==> config.mk <==
export PLATFORM = sky130hd
export DESIGN_NAME = popcount_accum
export DESIGN_NICKNAME = d
export VERILOG_FILES = /design/src/rtl/popcount_accum.sv
export SDC_FILE = /design/constraint.sdc
export NUM_CORES = 1
export LEC_CHECK = 0
export CAP_MARGIN = 15
export CORE_MARGIN = 5
export CORE_UTILIZATION = 35
export DETAILED_ROUTE_END_ITERATION = 16
export DONT_BUFFER_PORTS = 1
export HOLD_SLACK_MARGIN = 0.15
export PLACE_DENSITY = 0.48
export SLEW_MARGIN = 20
export SYNTH_ARGS = -nofsm -noshare
export SYNTH_HDL_FRONTEND = slang
export SYNTH_SLANG_ARGS = --single-unit
==> constraint.sdc <==
create_clock -name clk -period 3.6 [get_ports clk]
set_input_delay 0.36 -clock clk [delete_from_list [all_inputs] [get_ports clk]]
set_output_delay 0.36 -clock clk [all_outputs]
set_load 0.01 [all_outputs]
==> src/rtl/popcount_accum.sv <==
// Frame accumulator for per-word population counts: sums FRAME_WORDS words,
// then holds the frame sum and its threshold flag until downstream takes it.
module popcount_accum #(
  parameter int FRAME_WORDS = 16,
  parameter int THRESH      = 256
) (
  input  logic        clk,
  input  logic        rst_n,
  input  logic        clr,
  input  logic [5:0]  cnt_in,
  input  logic        in_valid,
  output logic        in_ready,
  output logic [11:0] sum_out,
  output logic        above,
  output logic        out_valid,
  input  logic        out_ready,
  output logic        err
);

  localparam logic [6:0]  LAST_CNT = 7'(FRAME_WORDS - 1);
  localparam logic [11:0] THRESH_V = 12'(THRESH);
  localparam logic [5:0]  MAX_WORD = 6'd32;

  typedef enum logic [0:0] {
    ACCUM = 1'b0,
    HOLD  = 1'b1
  } state_t;

  state_t      state_r, state_s;
  logic [11:0] acc_r, acc_s;
  logic [6:0]  cnt_r, cnt_s;
  logic [11:0] sum_s;
  logic [11:0] total_s;
  logic [5:0]  word_s;
  logic        above_s;
  logic        out_valid_s;
  logic        err_s;

  // A 32-input counter can never legally report more than 32.
  function automatic logic [5:0] clamp_word(input logic [5:0] w);
    if (w > MAX_WORD) begin
      return MAX_WORD;
    end else begin
      return w;
    end
  endfunction

  assign in_ready = (state_r == ACCUM);

  // Next-state and next-output decode; clr overrides every transfer.
  always_comb begin
    word_s      = clamp_word(cnt_in);
    total_s     = acc_r + {6'd0, word_s};
    state_s     = state_r;
    acc_s       = acc_r;
    cnt_s       = cnt_r;
    sum_s       = sum_out;
    above_s     = above;
    out_valid_s = out_valid;
    err_s       = err;
    if (clr) begin
      state_s     = ACCUM;
      acc_s       = 12'd0;
      cnt_s       = 7'd0;
      out_valid_s = 1'b0;
    end else begin
      case (state_r)
        ACCUM: begin
          if (in_valid) begin
            if (cnt_in > MAX_WORD) begin
              err_s = 1'b1;
            end else begin
              err_s = err;
            end
            // Last word of the frame goes straight into the result register.
            if (cnt_r == LAST_CNT) begin
              sum_s       = total_s;
              above_s     = (total_s >= THRESH_V);
              out_valid_s = 1'b1;
              acc_s       = 12'd0;
              cnt_s       = 7'd0;
              state_s     = HOLD;
            end else begin
              acc_s = total_s;
              cnt_s = cnt_r + 7'd1;
            end
          end else begin
            state_s = ACCUM;
          end
        end
        HOLD: begin
          if (out_ready) begin
            out_valid_s = 1'b0;
            state_s     = ACCUM;
          end else begin
            state_s = HOLD;
          end
        end
        default: begin
          state_s     = ACCUM;
          out_valid_s = 1'b0;
        end
      endcase
    end
  end

  // State, accumulator and registered outputs.
  always_ff @(posedge clk or negedge rst_n) begin
    if (!rst_n) begin
      state_r   <= ACCUM;
      acc_r     <= 12'd0;
      cnt_r     <= 7'd0;
      sum_out   <= 12'd0;
      above     <= 1'b0;
      out_valid <= 1'b0;
      err       <= 1'b0;
    end else begin
      state_r   <= state_s;
      acc_r     <= acc_s;
      cnt_r     <= cnt_s;
      sum_out   <= sum_s;
      above     <= above_s;
      out_valid <= out_valid_s;
      err       <= err_s;
    end
  end

endmodule

# Word level (Yosys, flattened, before mapping)
# Cells that the tools add are included.
# W data, S select, Z words.
[word_totals]
inputBits = 11
out_inout_bits = 16
reg_bits = 35
word_cells = 42
[op_classes]
magnitude_cmp = 2
mux = 19
eq_ne = 5
n_reduce_logical = 5
n_bitwise = 2
add_sub_neg = 2
[op_table]
columns = ["cell", "count"]
rows = [
  ["$mux W12", 4],
  ["$mux W7", 4],
  ["$add A12 B6 Y12", 1],
  ["$ge A12 B9 Y1 const B", 1],
  ["$mux W1", 8],
  ["$reduce_and A4 Y1", 2],
  ["$add A7 B1 Y7 const B", 1],
  ["$eq A7 B4 Y1 const B", 1],
  ["$gt A6 B6 Y1 const B", 1],
  ["$mux W6", 1],
  ["$ne A3 B3 Y1 const B", 2],
  ["$pmux W1 S2", 2],
  ["$ne A3 B2 Y1 const B", 1],
  ["$reduce_and A3 Y1", 1],
  ["$ne A2 B2 Y1 const B", 1],
  ["$not A1 Y1", 2],
  ["$reduce_and A2 Y1", 1],
  ["$reduce_bool A2 Y1", 1],
]

# Logic depth before layout (Yosys ltp)
# Gate-level depths: netlist (run 1).
[depth]
word_depth = 7
depth_mapped = 9
ltp_nobuf = 9

# Worst setup path before layout (run 1)
# No wires, ideal clock.
[synth_timing]
path_kind = "input to register"
start = "input cnt_in[0]"
end = "register above"
path_slack_ps = 1401
arrival_time_ps = 2064
t_required_ps = 3465
n_path_buf = 0
stages = 9
setup_ps = 135
cell_sequence = "nor2b_1 -> ha_1 -> inv_1 -> fa_1 -> nand2b_1 -> a21o_1 -> a31o_1 -> nor4_2 -> a31oi_1"
[synth_via]
elab_chain_cells = 4
[synth_lines]
columns = ["element", "line_no", "source"]
rows = [
  ["from (decl)", "10", "input logic [5:0] cnt_in,"],
  ["$gt A6 B6 Y1", "41", "if (w > MAX_WORD) begin"],
  ["$mux W6 (*)", "41", ""],
  ["$add A12 B6 Y12 (*)", "53", "total_s = acc_r + {6'd0, word_s};"],
  ["$ge A12 B9 Y1 (*)", "78", "above_s = (total_s >= THRESH_V);"],
  ["to (signal assigned)", "122", "above <= above_s;"],
  ["to (decl)", "14", "output logic above,"],
]
# Every way passes the cells marked *; elsewhere a longest branch is shown, timed or not.
# A chain may end at the register's enable or synchronous reset.

# Worst setup path after layout (run 1)
[layout_timing]
start = "register cnt_r[0]"
end = "register above"
[layout_via]
elab_chain_cells = 2
[layout_lines]
columns = ["element", "line_no", "source"]
rows = [
  ["from (decl)", "31", "logic [6:0] cnt_r, cnt_s;"],
  ["from (signal assigned)", "120", "cnt_r <= cnt_s;"],
  ["$eq A7 B4 Y1", "76", "if (cnt_r == LAST_CNT) begin"],
  ["$reduce_and A4 Y1 (no line)", "--", ""],
]
# Every way passes these cells.

==> out/metrics.cfg, run 1 <==
[setup_path]
cp_data_arrival_time_ps = 2390
crit_slowest_cell = nor3b_1
critPathCaptureType = flip-flop
worstRegToRegCells = 6
timing.setup.critical_path_class = reg2reg
critical_path.max_stage_delay_ps = 490
crit_path_cell_trace = ha_1, nand3_1, nor4_4, nand2_2, nor3b_1, a31oi_1
cp_data_required_time_ps = 3760
worst-path-max-fanout = 21
critical_path.reg2reg.startpoint = cnt_r[0]$_DFFE_PN0P_
setup.worst_path.start = cnt_r[0]$_DFFE_PN0P_
cp-start-kind = flip-flop

[clock_tree]
post_cts_hold_buffer_count = 3
cts-root-to-sink-buffers = 2
worst_path_clk_slew_ps = 70
cts-buffers-inserted = 5
post_cts_resize_count = 0
cts_root_buf = clkbuf_8
tritoncts_num_sinks = 35
clkLatencyLatePin_ps = 290
tritoncts = built
post-cts-setup-buffer-count = 0
cts-htree-levels = 2

[hold_path]
min_delay_path_depth = 1
hp-class = in2reg
min_from = clr

[logic_synthesis]
syn_inst = 189
synth_top_area_share_pct = 45.6
synth_nets = 208
cell_type_with_the_largest_total_area_after_synthesis = dfrtp_1
yosys-top-cells-area = dfrtp_1 (46%), ha_1 (4.6%), o21ai_1 (4.4%), nand2_1 (3.7%), a21oi_1 (3.1%)
synth_sequential_area_ratio_pct = 45.6
yosysWarningCount = 0
ys_types = 44
synth.cell_area_sq_um = 1920
number_of_storage_elements_in_the_synthesis_netlist = 35
avgSynthCellArea_sq_um = 10.2

[floorplan]
core_region_area_sq_um = 5410
die_h_um = 84.1
initial_util_pct = 35.5
die-area_sq_um = 7060
floorplan_row_count = 27
fp.dieW_um = 84.1
boundaryPins = 27

[timing]
rsz_0062_raised_after_global_routing = no
finalSetupTns_ps = 0
hold_viol_final = 0
worst_slew_margin_rel_pct = 55.4
fin_skew_ps = 5.82
finalWorstSetupSlack_ps = 1370
period_needed_ps = 2230
max_freq_ghz = 0.448
tightestPinTransition_ps = 668
min_period_over_period_pct = 62.0
timing_max_transition_violations_final = 0
setup_violations = 0

[place]
place_ws_ps = 1250
io_buffer_count = 0
place.gp.congestion = 0.771
dp.final_hpwl_mm = 3.01
place.detailed.instances = 255

[drt]
avgViaCountPerCell = 5.28
remaining_antenna_violation_count_after_routing = 0
drt_pre_antenna_iters = 4
vias = 1409
initial_drt_markers = 48
drt_drc_violations_left = 0
wirelength_mm = 4.29
routed_wire_length_per_instance_um = 16.1

[power_and_ir_drop]
p_total_mw = 0.860
powerDensity_nw_per_um2 = 401
power.share.combinational_pct = 9.4
leakage_nw = 0.912
cell_internal_pwr_mw = 0.657
p_sw_mw = 0.203
power.ir.vdd_worst_uv = 147
pwr-share-clk_pct = 43.3
seq_power_share_pct = 47.3
power_switching_share_pct = 23.6

[final_layout]
seqCellArea_sq_um = 876
nets = 213
antenna_cells = 0
fillers = 558
multi_input_area_sq_um = 977
area_delta_synth_final_pct = 11.7
final_layout_size_suffix_gt1_share_pct = 12.3
layout_common_cells = dfrtp_1 (35), nand2_1 (19), o21ai_1 (17)
layout_commonest_cell = dfrtp_1
final-instance-count-excl-fill = 267

[global_route]
grt_pass1_vias = 1518
grt_antenna_before_repair = 0
first_pass_grt_wire_length_mm = 7.60
globalRouteTotalUtil_pct = 13.4
largest_net_degree_at_the_start_of_global_routing = 36
global_route.overflow_total = 0

[flow_run]
drv_cap = 0

[outcome]
status = finished clean

==> layer usage <==
metal	global-route usage [%]	up-vias	part of all wire (%)
met3	3.75	7	4.9
met2	21.6	28	47
li1	-	679	-
met1	16.2	695	46
met5	0	-	0
met4	7.02	0	2.1
==> registers in the layout (all words and copies together) (netlist names) <==
name	cells
sum_out	12
err	1
cnt_r	7
out_valid	1
state_r	1
above	1
acc_r	12
==> through the flow <==
stage	cell area (sq um)	hold WS [ps]	util, %
floorplan	1920	64.4	-
global placement	1970	65.7	36.5
detailed placement	1980	65.8	36.6
CTS	2130	150	39.5
global route	2140	162	39.7
finish	2140	176	39.7
==> critical path, delay by kind of cell (launching register included) <==
family          cells  cell delay [ps]
simple gates        4             1390
flops               1              390
fa+ha+maj           1              180
compound gates      1              140
==> logic make-up after synthesis <==
| family | synth area share, % |
|---|---|
| AOI/OAI and AO/OA | 19.4 |
| xor gates and xnor gates | 4.11 |
| adders and majority gates | 5.61 |
| buffers and inverters | 3.59 |
| DFF | 45.6 |
| muxes | 3.13 |
| and+or+nand+nor | 18.5 |
==> worst paths after layout <==
path,slack (ps),endpoint
worst max register to register,1370,above$_DFFE_PN0P_
min in group asynchronous,550,sum_out[2]$_DFFE_PN0P_
worst min register to register,500,cnt_r[3]$_DFFE_PN0P_
worst max-delay path,1370,above$_DFFE_PN0P_
max in group asynchronous,2870,cnt_r[4]$_DFFE_PN0P_
worst min-delay path,180,state_r$_DFF_PN0_
==> power by group through the flow <==
stage	Sequential, mW	Clock, mW	Combinational, mW
floorplan	0.413	0	0.0562
finish	0.407	0.373	0.0806
detailed placement	0.415	0	0.0674
global placement	0.414	0	0.0668
global route	0.408	0.397	0.0926
CTS	0.407	0.388	0.0815
==> Yosys cell counts, drive strengths merged <==
library cell / count
a22o: 6
ha: 7
and2: 1
a21oi: 13
inv: 7
fa: 1
or3: 2
and3: 2
dfrtp: 35
mux2: 4
a211oi: 2
xor2: 5
nand4: 1
nand3b: 2
o31ai: 2
o21ai: 19
a31o: 3
xnor2: 4
nand2b: 5
a21o: 2
clkbuf: 1
o22ai: 2
nor4: 3
nor2b: 7
nor2: 8
a21boi: 2
o211ai: 2
nand3: 4
o41ai: 1
nor3b: 3
buf: 6
o21bai: 2
nor3: 4
nand2: 20
a31oi: 1
==> layout make-up <==
class	instances	area share (%)
clock buffers	6	3.85
clock inverters	2	1.63
inverters	7	1.23
multi-input cells	140	45.6
flip-flops and latches	35	40.8
well taps	72	4.20
repair buffers	5	2.68
(Power assumes the default switching activity.)
==> run 2, diff against run 1 <==
==> constraint.sdc (replaced) <==
create_clock -name clk -period 2.1 [get_ports clk]
set_input_delay 0.21 -clock clk [delete_from_list [all_inputs] [get_ports clk]]
set_output_delay 0.21 -clock clk [all_outputs]
set_load 0.01 [all_outputs]
==> out/metrics.cfg, run 2 (same netlist as run 1, synthesis figures left out) <==
[timing]
timing_max_transition_violations_final = 0  ; unchanged
worst_slew_margin_rel_pct = 53.8  ; -1.6 points
period_needed_ps = 2020  ; -211 ps
max_freq_ghz = 0.495  ; +10%
tightestPinTransition_ps = 692  ; +24.4 ps
min_period_over_period_pct = 96.3  ; +34 points
hold_viol_final = 0  ; unchanged
setup_violations = 0  ; unchanged
fin_skew_ps = 11.1  ; +5.25 ps
hold-worst-slack_ps = 213  ; +36.5 ps

[global_route]
grt_pass1_vias = 1458  ; -4.0%
globalRouteTotalUtil_pct = 13.1  ; -0.36 points
global_route.overflow_total = 0  ; unchanged
first_pass_grt_wire_length_mm = 7.41  ; -2.5%
grt_antenna_before_repair = 0  ; unchanged
largest_net_degree_at_the_start_of_global_routing = 36  ; unchanged

[drt]
vias = 1404  ; -0.35%
routed_wire_length_per_instance_um = 15.8  ; -1.8%
remaining_antenna_violation_count_after_routing = 0  ; unchanged
drt_drc_violations_left = 0  ; unchanged
initial_drt_markers = 54  ; +13%
drt_pre_antenna_iters = 4  ; unchanged
avgViaCountPerCell = 5.12  ; -2.9%
wirelength_mm = 4.32  ; +0.77%

[setup_path]
r2r_end = above$_DFFE_PN0P_
critical_path.reg2reg.startpoint = acc_r[0]$_DFFE_PN0P_
timing.critical_path.buf_inv = 1  ; +1
crit_path_cell_trace = ha_2, inv_1, fa_2, nand2b_4, a21o_1, a31o_2, nor4_2, a31oi_1
timing.setup.critical_path_class = reg2reg
cp_data_required_time_ps = 2250  ; -1510 ps
worst_path_dominant_cell_family = adder cells
worst-r2r-setup-slack_ps = 80  ; -1290 ps
worst-path-max-fanout = 5  ; -76%
worstRegToRegCells = 8  ; +2
crit_slowest_cell = dfrtp_1
critPathCaptureType = flip-flop
cp-start-kind = flip-flop
critical_path.max_stage_delay_ps = 370  ; -120 ps
cp_data_arrival_time_ps = 2180  ; -210 ps

[clock_tree]
tritoncts_num_sinks = 35  ; unchanged
cts-buffers-inserted = 5  ; unchanged
cts-htree-levels = 2  ; unchanged
clkLatencyLatePin_ps = 290  ; about the same
cts-root-to-sink-buffers = 2  ; unchanged
tritoncts = built
cts_root_buf = clkbuf_8
worst_path_clk_slew_ps = 80  ; about the same

[final_layout]
reg_top3 = acc_r x12, sum_out x12, cnt_r x7
finalCoreUtilization_pct = 40.8  ; +1.1 points
nets = 220  ; +3.3%
final-instance-count-excl-fill = 274  ; +2.6%
antenna_cells = 0  ; unchanged
final_cell_area_sq_um = 2200  ; +2.7%
final_layout_size_suffix_gt1_share_pct = 16.8  ; +4.5 points
layout_common_cells = dfrtp_1 (35), nand2_1 (19), o21ai_1 (17)
layout_commonest_cell = dfrtp_1
area_delta_synth_final_pct = 14.8

[hold_path]
hp-class = in2reg
timing.hold.worst_endpoint = above$_DFFE_PN0P_
min_delay_path_depth = 3  ; +2
min_from = clr

[floorplan]
core_region_area_sq_um = 5410  ; unchanged
floorplan_row_count = 27  ; unchanged
die-area_sq_um = 7060  ; unchanged
fp.dieW_um = 84.1  ; unchanged
initial_util_pct = 35.5  ; unchanged
die_h_um = 84.1  ; unchanged
boundaryPins = 27  ; unchanged

[flow_run]
drv_cap = 0  ; unchanged

[place]
io_buffer_count = 0  ; unchanged
dpl-instance-area_sq_um = 2000  ; +1.4%
dp.final_hpwl_mm = 2.98  ; -0.95%
place.detailed.instances = 259  ; +1.6%
place.gp.congestion = 0.790  ; +2.4%

[power_and_ir_drop]
leakage_nw = 0.933  ; +2.3%
power.ir.vdd_worst_uv = 304  ; +110%
p_total_mw = 1.34  ; +56%
powerDensity_nw_per_um2 = 608  ; +52%

[outcome]
status = finished clean

## run 2: cell type report
class	instances	area [sq um]
repair buffers	12	115
multi-input cells	140	1010
well taps	72	90.1
inverters	7	26.3
fillers	556	3200
clock buffers	5	68.8
flip-flops and latches	35	876
clock inverters	3	20.0
## run 2: worst max path at each step
stage / startpoint / to / slack [ps] / cells after the start
floorplan: acc_r[0]$_DFFE_PN0P_ / above$_DFFE_PN0P_ / 50 / 8
global placement: acc_r[0]$_DFFE_PN0P_ / above$_DFFE_PN0P_ / 40 / 8
detailed placement: acc_r[0]$_DFFE_PN0P_ / above$_DFFE_PN0P_ / -20 / 8
CTS: acc_r[0]$_DFFE_PN0P_ / above$_DFFE_PN0P_ / 30 / 8
global route: acc_r[0]$_DFFE_PN0P_ / above$_DFFE_PN0P_ / -10 / 8
finish: acc_r[0]$_DFFE_PN0P_ / above$_DFFE_PN0P_ / 80 / 8
## run 2: repair_timing
| item | in CTS | in global routing |
|---|---|---|
| pin swaps | 2 | 4 |
| buffers inserted | 0 | 1 |
| setup endpoints to repair | 1 | 6 |
| hold buffers | 6 | 0 |
| gates resized for setup | 2 | 4 |
| hold endpoints to repair | 42 | 0 |
## run 2: tightest hold or removal path, stage by stage
cell     delay, ps
nor3b_4         40
a21oi_1        150
a31oi_1         50
## run 2: layer usage
metal	track usage [%]	up-vias	share of wire (%)
met5	0	-	0
met4	4.09	0	1.0
met3	4.54	4	4.6
met2	20.1	20	48
met1	17.1	682	47
li1	-	698	-
## run 2: report_power, final
part	switching (mW)	leakage (nW)	internal (mW)	total (mW)
Combinational	0.0891	0.419	0.0627	0.152
Clock	0.260	0.0402	0.231	0.491
Sequential	0.0105	0.474	0.687	0.697
Total	0.360	0.933	0.980	1.34
## run 2: per-stage QoR
step / setup slack (ps) / setup TNS, ps
finish: 78.2 / 0
global route: -12.0 / -12.0
CTS: 29.5 / 0
detailed placement: -15.9 / -15.9
global placement: 43.6 / 0
floorplan: 48.8 / 0
